## src/rtl/sample_player.sv

```systemverilog
// ROM sample-playback engine: steps a ROM window at a programmable rate and
// hands formatted samples to the audio FIFO through a ready/write handshake.
module sample_player #(
  parameter int unsigned SAMPLE_W  = 6,
  parameter int unsigned ADDR_W    = 14,
  parameter int unsigned DIV_W     = 11,
  parameter int unsigned OUT_W     = 32,
  parameter int unsigned ROM_LAT   = 1,
  parameter int unsigned SIGNED_IN = 0
) (
  input  logic                CLOCK_50,
  input  logic                reset,
  input  logic                start,
  input  logic                stop,
  input  logic                loop_en,
  input  logic [ADDR_W-1:0]   start_addr,
  input  logic [ADDR_W-1:0]   end_addr,
  input  logic [DIV_W-1:0]    rate_div,
  input  logic [1:0]          chan_mode,
  output logic [ADDR_W-1:0]   rom_addr,
  input  logic [SAMPLE_W-1:0] rom_q,
  input  logic                audio_out_allowed,
  output logic                write_audio_out,
  output logic [OUT_W-1:0]    left_channel_audio_out,
  output logic [OUT_W-1:0]    right_channel_audio_out,
  output logic                busy,
  output logic                done,
  output logic                overrun
);

  typedef enum logic [1:0] {StIdle, StPlay, StDrain} state_e;

  state_e              r_state, w_state_n;
  logic [ADDR_W-1:0]   r_rom_addr, w_addr_n;
  logic [ADDR_W-1:0]   r_start, w_start_n;
  logic [ADDR_W-1:0]   r_end, w_end_n;
  logic [DIV_W-1:0]    r_div, w_div_n;
  logic [DIV_W-1:0]    r_cnt, w_cnt_n;
  logic [SAMPLE_W-1:0] r_sample, w_sample_n;
  logic                r_pending, w_pending_n;
  logic                r_overrun, w_overrun_n;

  logic [DIV_W-1:0]    w_lat;
  logic [DIV_W-1:0]    w_eff_div;
  logic                w_tick;
  logic                w_write;
  logic [SAMPLE_W-1:0] w_msb;
  logic [SAMPLE_W-1:0] w_s;
  logic [OUT_W-1:0]    w_word;

  // Never tick faster than the ROM can return data for the current address.
  assign w_lat     = DIV_W'(ROM_LAT);
  assign w_eff_div = (rate_div < w_lat) ? w_lat : rate_div;

  assign w_tick  = (r_state == StPlay) && (r_cnt == r_div);
  // A stop in the same cycle kills the pending sample before it leaves.
  assign w_write = r_pending & audio_out_allowed & ~stop;

  assign w_msb  = {1'b1, {(SAMPLE_W-1){1'b0}}};
  assign w_s    = (SIGNED_IN != 0) ? r_sample : (r_sample ^ w_msb);
  assign w_word = {w_s, {(OUT_W-SAMPLE_W){1'b0}}};

  always_comb begin
    w_state_n   = r_state;
    w_addr_n    = r_rom_addr;
    w_start_n   = r_start;
    w_end_n     = r_end;
    w_div_n     = r_div;
    w_cnt_n     = r_cnt;
    w_sample_n  = r_sample;
    w_pending_n = r_pending;
    w_overrun_n = r_overrun;
    if (stop) begin
      w_state_n   = StIdle;
      w_pending_n = 1'b0;
    end else if (start) begin
      w_start_n   = start_addr;
      w_end_n     = end_addr;
      w_div_n     = w_eff_div;
      w_addr_n    = start_addr;
      w_cnt_n     = '0;
      w_pending_n = 1'b0;
      w_overrun_n = 1'b0;
      w_state_n   = StPlay;
    end else begin
      if (w_write) begin
        w_pending_n = 1'b0;
      end
      case (r_state)
        StPlay: begin
          w_cnt_n = r_cnt + DIV_W'(1);
          if (w_tick) begin
            w_cnt_n     = '0;
            w_sample_n  = rom_q;
            w_pending_n = 1'b1;
            if (r_pending && !w_write) begin
              w_overrun_n = 1'b1;
            end
            if (r_rom_addr == r_end) begin
              if (loop_en) begin
                w_addr_n = r_start;
              end else begin
                w_state_n = StDrain;
              end
            end else begin
              w_addr_n = r_rom_addr + ADDR_W'(1);
            end
          end
        end
        StDrain: begin
          if (!r_pending || w_write) begin
            w_state_n = StIdle;
          end
        end
        default: ;
      endcase
    end
  end

  always_ff @(posedge CLOCK_50) begin
    if (reset) begin
      r_state    <= StIdle;
      r_rom_addr <= '0;
      r_start    <= '0;
      r_end      <= '0;
      r_div      <= '0;
      r_cnt      <= '0;
      r_sample   <= '0;
      r_pending  <= 1'b0;
      r_overrun  <= 1'b0;
    end else begin
      r_state    <= w_state_n;
      r_rom_addr <= w_addr_n;
      r_start    <= w_start_n;
      r_end      <= w_end_n;
      r_div      <= w_div_n;
      r_cnt      <= w_cnt_n;
      r_sample   <= w_sample_n;
      r_pending  <= w_pending_n;
      r_overrun  <= w_overrun_n;
    end
  end

  assign rom_addr        = r_rom_addr;
  assign write_audio_out = w_write;
  assign busy            = (r_state != StIdle);
  assign overrun         = r_overrun;
  // Completion coincides with the last sample leaving; a restart or abort suppresses it.
  assign done = (r_state == StDrain) & (~r_pending | w_write) & ~stop & ~start;

  assign left_channel_audio_out =
      (w_write && (chan_mode == 2'b00 || chan_mode == 2'b10)) ? w_word : '0;
  assign right_channel_audio_out =
      (w_write && (chan_mode == 2'b01 || chan_mode == 2'b10)) ? w_word : '0;

endmodule

```

## config.mk

```make
export PLATFORM = sky130hd
export DESIGN_NAME = sample_player
export DESIGN_NICKNAME = d
export VERILOG_FILES = /design/src/rtl/sample_player.sv
export SDC_FILE = /design/constraint.sdc
export NUM_CORES = 1
export LEC_CHECK = 0
export CAP_MARGIN = 10
export CORE_UTILIZATION = 50
export DETAILED_ROUTE_END_ITERATION = 12
export PLACE_DENSITY_LB_ADDON = 0.05
export SETUP_SLACK_MARGIN = 0.1
export SYNTH_ARGS = -nofsm -noshare
export SYNTH_HDL_FRONTEND = slang
export SYNTH_SLANG_ARGS = --single-unit
```

## constraint.sdc

```tcl
create_clock -name CLOCK_50 -period 7.05 [get_ports CLOCK_50]
set_input_delay 1.41 -clock CLOCK_50 [delete_from_list [all_inputs] [get_ports CLOCK_50]]
set_output_delay 1.41 -clock CLOCK_50 [all_outputs]
set_load 0.02 [all_outputs]
```

==> summary.md <==
| Metric | Value |
|---|---|
| Maximum buffer depth of the clock tree | `2` |
| Power density of the placed cells | `205 mW/mm²` |
| CTS Buf Count | `9` |
| Biggest area consumer among synthesized cells | `sky130_fd_sc_hd__dfxtp_1` |
| Worst setup SP type | `primary input` |
| Largest net degree at the start of global routing | `60` |
| Setup Buffers After CTS | `0` |
| Row count | `32` |
| Number of antenna violations at the first check in global routing | `0` |
| Via count of the first global-routing pass | `3215` |
| Outcome | `completed` |
| CP Data Arrival Time | `3.43 ns` |
| Portion of total power attributed to combinational logic | `0.167` |
| Sum of negative setup slack | `0 ns` |
| Fin cells | `690` |
| Crit Reg-Reg Endpoint | `rom_addr[4]` |
| Fraction of registers with async set or reset after synthesis | `0` |
| Share of total power in sequential cells | `0.447` |
| Max Fanout on Critical Path | `8` |
| Antenna cell count | `0` |
| HPWL Detailed | `6500 µm` |
| Count of final max-slew check failures | `0` |
| Slew at the pin with the worst max-slew slack | `1.12 ns` |
| 1st-pass router iterations | `4` |
| Total setup violations reported at the end of the flow | `0` |
| Static Leak | `2.02 nW` |
| Routability Congestion | `0.843` |
| Cells along the critical path | `clkdlybuf4s50_1 -> nor2_1 -> o21a_1 -> nor2b_1 -> clkdlybuf4s50_1` |
| Routed wirelength normalized by instance count | `13.5 µm` |
| Total routing resource utilization after global routing | `0.228` |
| Highest-utilization routing layer at the global route stage | `met2` |
| Area grow syn2layout | `22.5%` |
| Number of endpoints with negative hold slack in the final report | `0` |
| Total Nets Final | `641` |
| Clock sink total | `74` |
| Fmax | `206 MHz` |
| Fin Clk Skew | `0.0130 ns` |
| Number of top-level design ports | `135` |
| Fraction of the yosys area taken by sequential cells | `0.364` |
| Worst setup path class | `in2out` |
| Top-area cell type share of the netlist area | `0.364` |
| Clock transition at path regs | `0.07 ns` |
| Detailed-route DRC error count | `0` |
| Number of buffers inserted for hold repair after clock tree synthesis | `0` |
| Delay of the slowest cell on the worst path | `0.61 ns` |
| Share of post-route cells with drive strength above 1 | `0.0476` |
| Fraction of met2 tracks used by global routing | `0.377` |
| Gates resized, CTS repair | `0` |
| Main area contributors after synthesis | `sky130_fd_sc_hd__dfxtp_1 (36%), sky130_fd_sc_hd__buf_4 (9.8%), sky130_fd_sc_hd__nand2_1 (9.2%)` |
| R2R setup slack | `4.33 ns` |
| CP endpoint kind | `output port` |
| Maximum vdd ir drop | `120 µV` |
| CTS tree | `done` |
| H-tree Lvls | `3` |
| Worst Hold Path EP | `r_start[6]` |
| Clock tree root driver cell | `sky130_fd_sc_hd__clkbuf_8` |
| Setup repair after global routing missed its margin | `false` |
| Min Tclk post-route | `4.84 ns` |
| Switching share of power | `0.266` |
| Net switching component of the power | `0.000272 W` |
| Met3 GRT Util | `0.0514` |
| Commonest register cell after synthesis | `sky130_fd_sc_hd__dfxtp_1` |
| Iter 0 DRT Violations | `197` |
| Number of storage elements in the synthesis netlist | `74` |
| Most instantiated cells after synthesis | `sky130_fd_sc_hd__nand2_1 (100), sky130_fd_sc_hd__dfxtp_1 (74), sky130_fd_sc_hd__buf_4 (53)` |
| Launch instance of the worst register-to-register path | `r_cnt[0]` |
| Number of unique standard cell types used by synthesis | `40` |
| Cells after Synth | `513` |
| Initial Utilization | `0.521` |
| # Max-Cap Violations | `0` |
| Final critical-path setup slack | `2.21 ns` |
| Skew-Pair Late Insertion Delay | `0.34 ns` |
| Die Ht | `92.2 µm` |
| Post-layout power | `0.00102 W` |
| Critical Path RT | `5.64 ns` |
| Number of cells on the worst hold path | `2` |
| Worst hold-check path type | `reg2reg` |
| Total Die Area | `0.00850 mm²` |
| Worst relative slew slack | `0.252` |
| Remaining antenna violation count after routing | `0` |
| Synthesized area | `0.00407 mm²` |
| Portion of the clock cycle consumed by the worst path in the final layout | `0.687` |
| Share of power burned in the clock network | `0.386` |
| Cell with the most instances on the worst path | `sky130_fd_sc_hd__clkdlybuf4s50_1` |
| Routed vias/inst | `5.08` |
| Worst reg2reg path depth | `6` |
| Number of port buffers | `82` |
| Count of flip-flops with a built-in enable after synthesis | `0` |
| Placeable core region | `0.00781 mm²` |
| Final WL | `9300 µm` |
| Count leader, synth | `sky130_fd_sc_hd__nand2_1` |
| Die Wd | `92.2 µm` |
| Post-Syn Area per Cell | `7.93 µm²` |
| Worst setup slack after placement | `2.22 ns` |
| Number of cells after detailed placement | `675` |
| Synth Warn # | `0` |
| Global-route congestion overflow total | `0` |
| Worst min-delay path startpoint | `r_start[6]` |
| Internal power contribution | `0.000752 W` |
| Total number of vias | `3508` |
| Crit-path slowest cell | `sky130_fd_sc_hd__clkdlybuf4s50_1` |
| Wire length of the first global-routing pass | `15300 µm` |
| Global routing usage on met1 | `0.295` |
==> placed cells by master (no fill, tap or decap), types with 8 or more instances in the layout <==
cell type	instances
sky130_fd_sc_hd__nor4_1	8
sky130_fd_sc_hd__mux2i_1	15
sky130_fd_sc_hd__o211a_1	8
sky130_fd_sc_hd__conb_1	52
sky130_fd_sc_hd__nand3_1	8
sky130_fd_sc_hd__a21oi_1	43
sky130_fd_sc_hd__nand2_1	100
sky130_fd_sc_hd__xor2_1	20
sky130_fd_sc_hd__xnor2_1	27
sky130_fd_sc_hd__inv_1	11
sky130_fd_sc_hd__dfxtp_1	74
sky130_fd_sc_hd__nor3_1	16
sky130_fd_sc_hd__clkdlybuf4s50_1	81
sky130_fd_sc_hd__clkbuf_8	10
sky130_fd_sc_hd__and3_1	8
sky130_fd_sc_hd__nor2_1	37
==> metrics by stage <==
step                hold WS [ns]  instance area, µm²  utilization
CTS                        0.458                4980        0.638
detailed placement         0.449                4740        0.608
finish                     0.457                4980        0.638
global placement           0.442                4740        0.608
global route               0.474                4980        0.638
floorplan                  0.431                4260            -
==> logic make-up (layout without fill, tap and decap cells) <==
group | count (synthesis) | count (layout) | share of synthesized area
mux | 16 | 16 | 0.0397
xor+xnor | 47 | 47 | 0.101
fa+ha+maj | 4 | 4 | 0.0123
buf+inv | 88 | 112 | 0.133
simple gates | 209 | 209 | 0.232
compound gates | 74 | 74 | 0.118
other cells | 1 | 52 | 0.000922
flops | 74 | 74 | 0.364
==> metal layers <==
layer  wire (µm)  up-vias
met5           0        -
met4         104        0
met3         570       10
met2        4420      116
met1        4210     1625
li1            -     1757
==> how the worst max path moves through the flow <==
stage | from | to | slack, ns
final | stop | left_channel_audio_out[31] | 2.21
after detailed placement | stop | left_channel_audio_out[31] | 2.22
after CTS | stop | left_channel_audio_out[28] | 2.20
after global routing | stop | left_channel_audio_out[28] | 2.05
after floorplan | audio_out_allowed | left_channel_audio_out[31] | 3.15
after global placement | stop | left_channel_audio_out[31] | 2.31
==> power by group through the flow <==
stage | Combinational [W] | Clock (W) | Sequential [W]
after global routing | 0.000187 | 0.000427 | 0.000460
final | 0.000171 | 0.000395 | 0.000457
after floorplan | 0.000127 | 0 | 0.000466
after global placement | 0.000168 | 0 | 0.000467
after CTS | 0.000172 | 0.000402 | 0.000457
after detailed placement | 0.000171 | 0 | 0.000467
==> flip-flops by register name, summed over array words and instances (netlist names) <==
name / flops
rom_addr: 14
r_div: 11
r_start: 14
r_pending: 1
r_cnt: 11
overrun: 1
r_state: 2
r_sample: 6
r_end: 14
==> final cells by class <==
class | instances | area (µm²)
clock inverter | 5 | 103
fill | 711 | 2820
timing repair buffer | 86 | 846
tap | 102 | 128
inverter | 11 | 41.3
sequential | 74 | 1480
multi-input combinational | 402 | 2250
clock buffer | 10 | 138
==> worst max-delay path, delay by kind of cell <==
family / cells / cell delay (ns)
and+or+nand+nor: 2 / 0.57
buffers and inverters: 2 / 1.17
AOI/OAI and AO/OA: 1 / 0.28
Power figures use the tool's default switching activity.
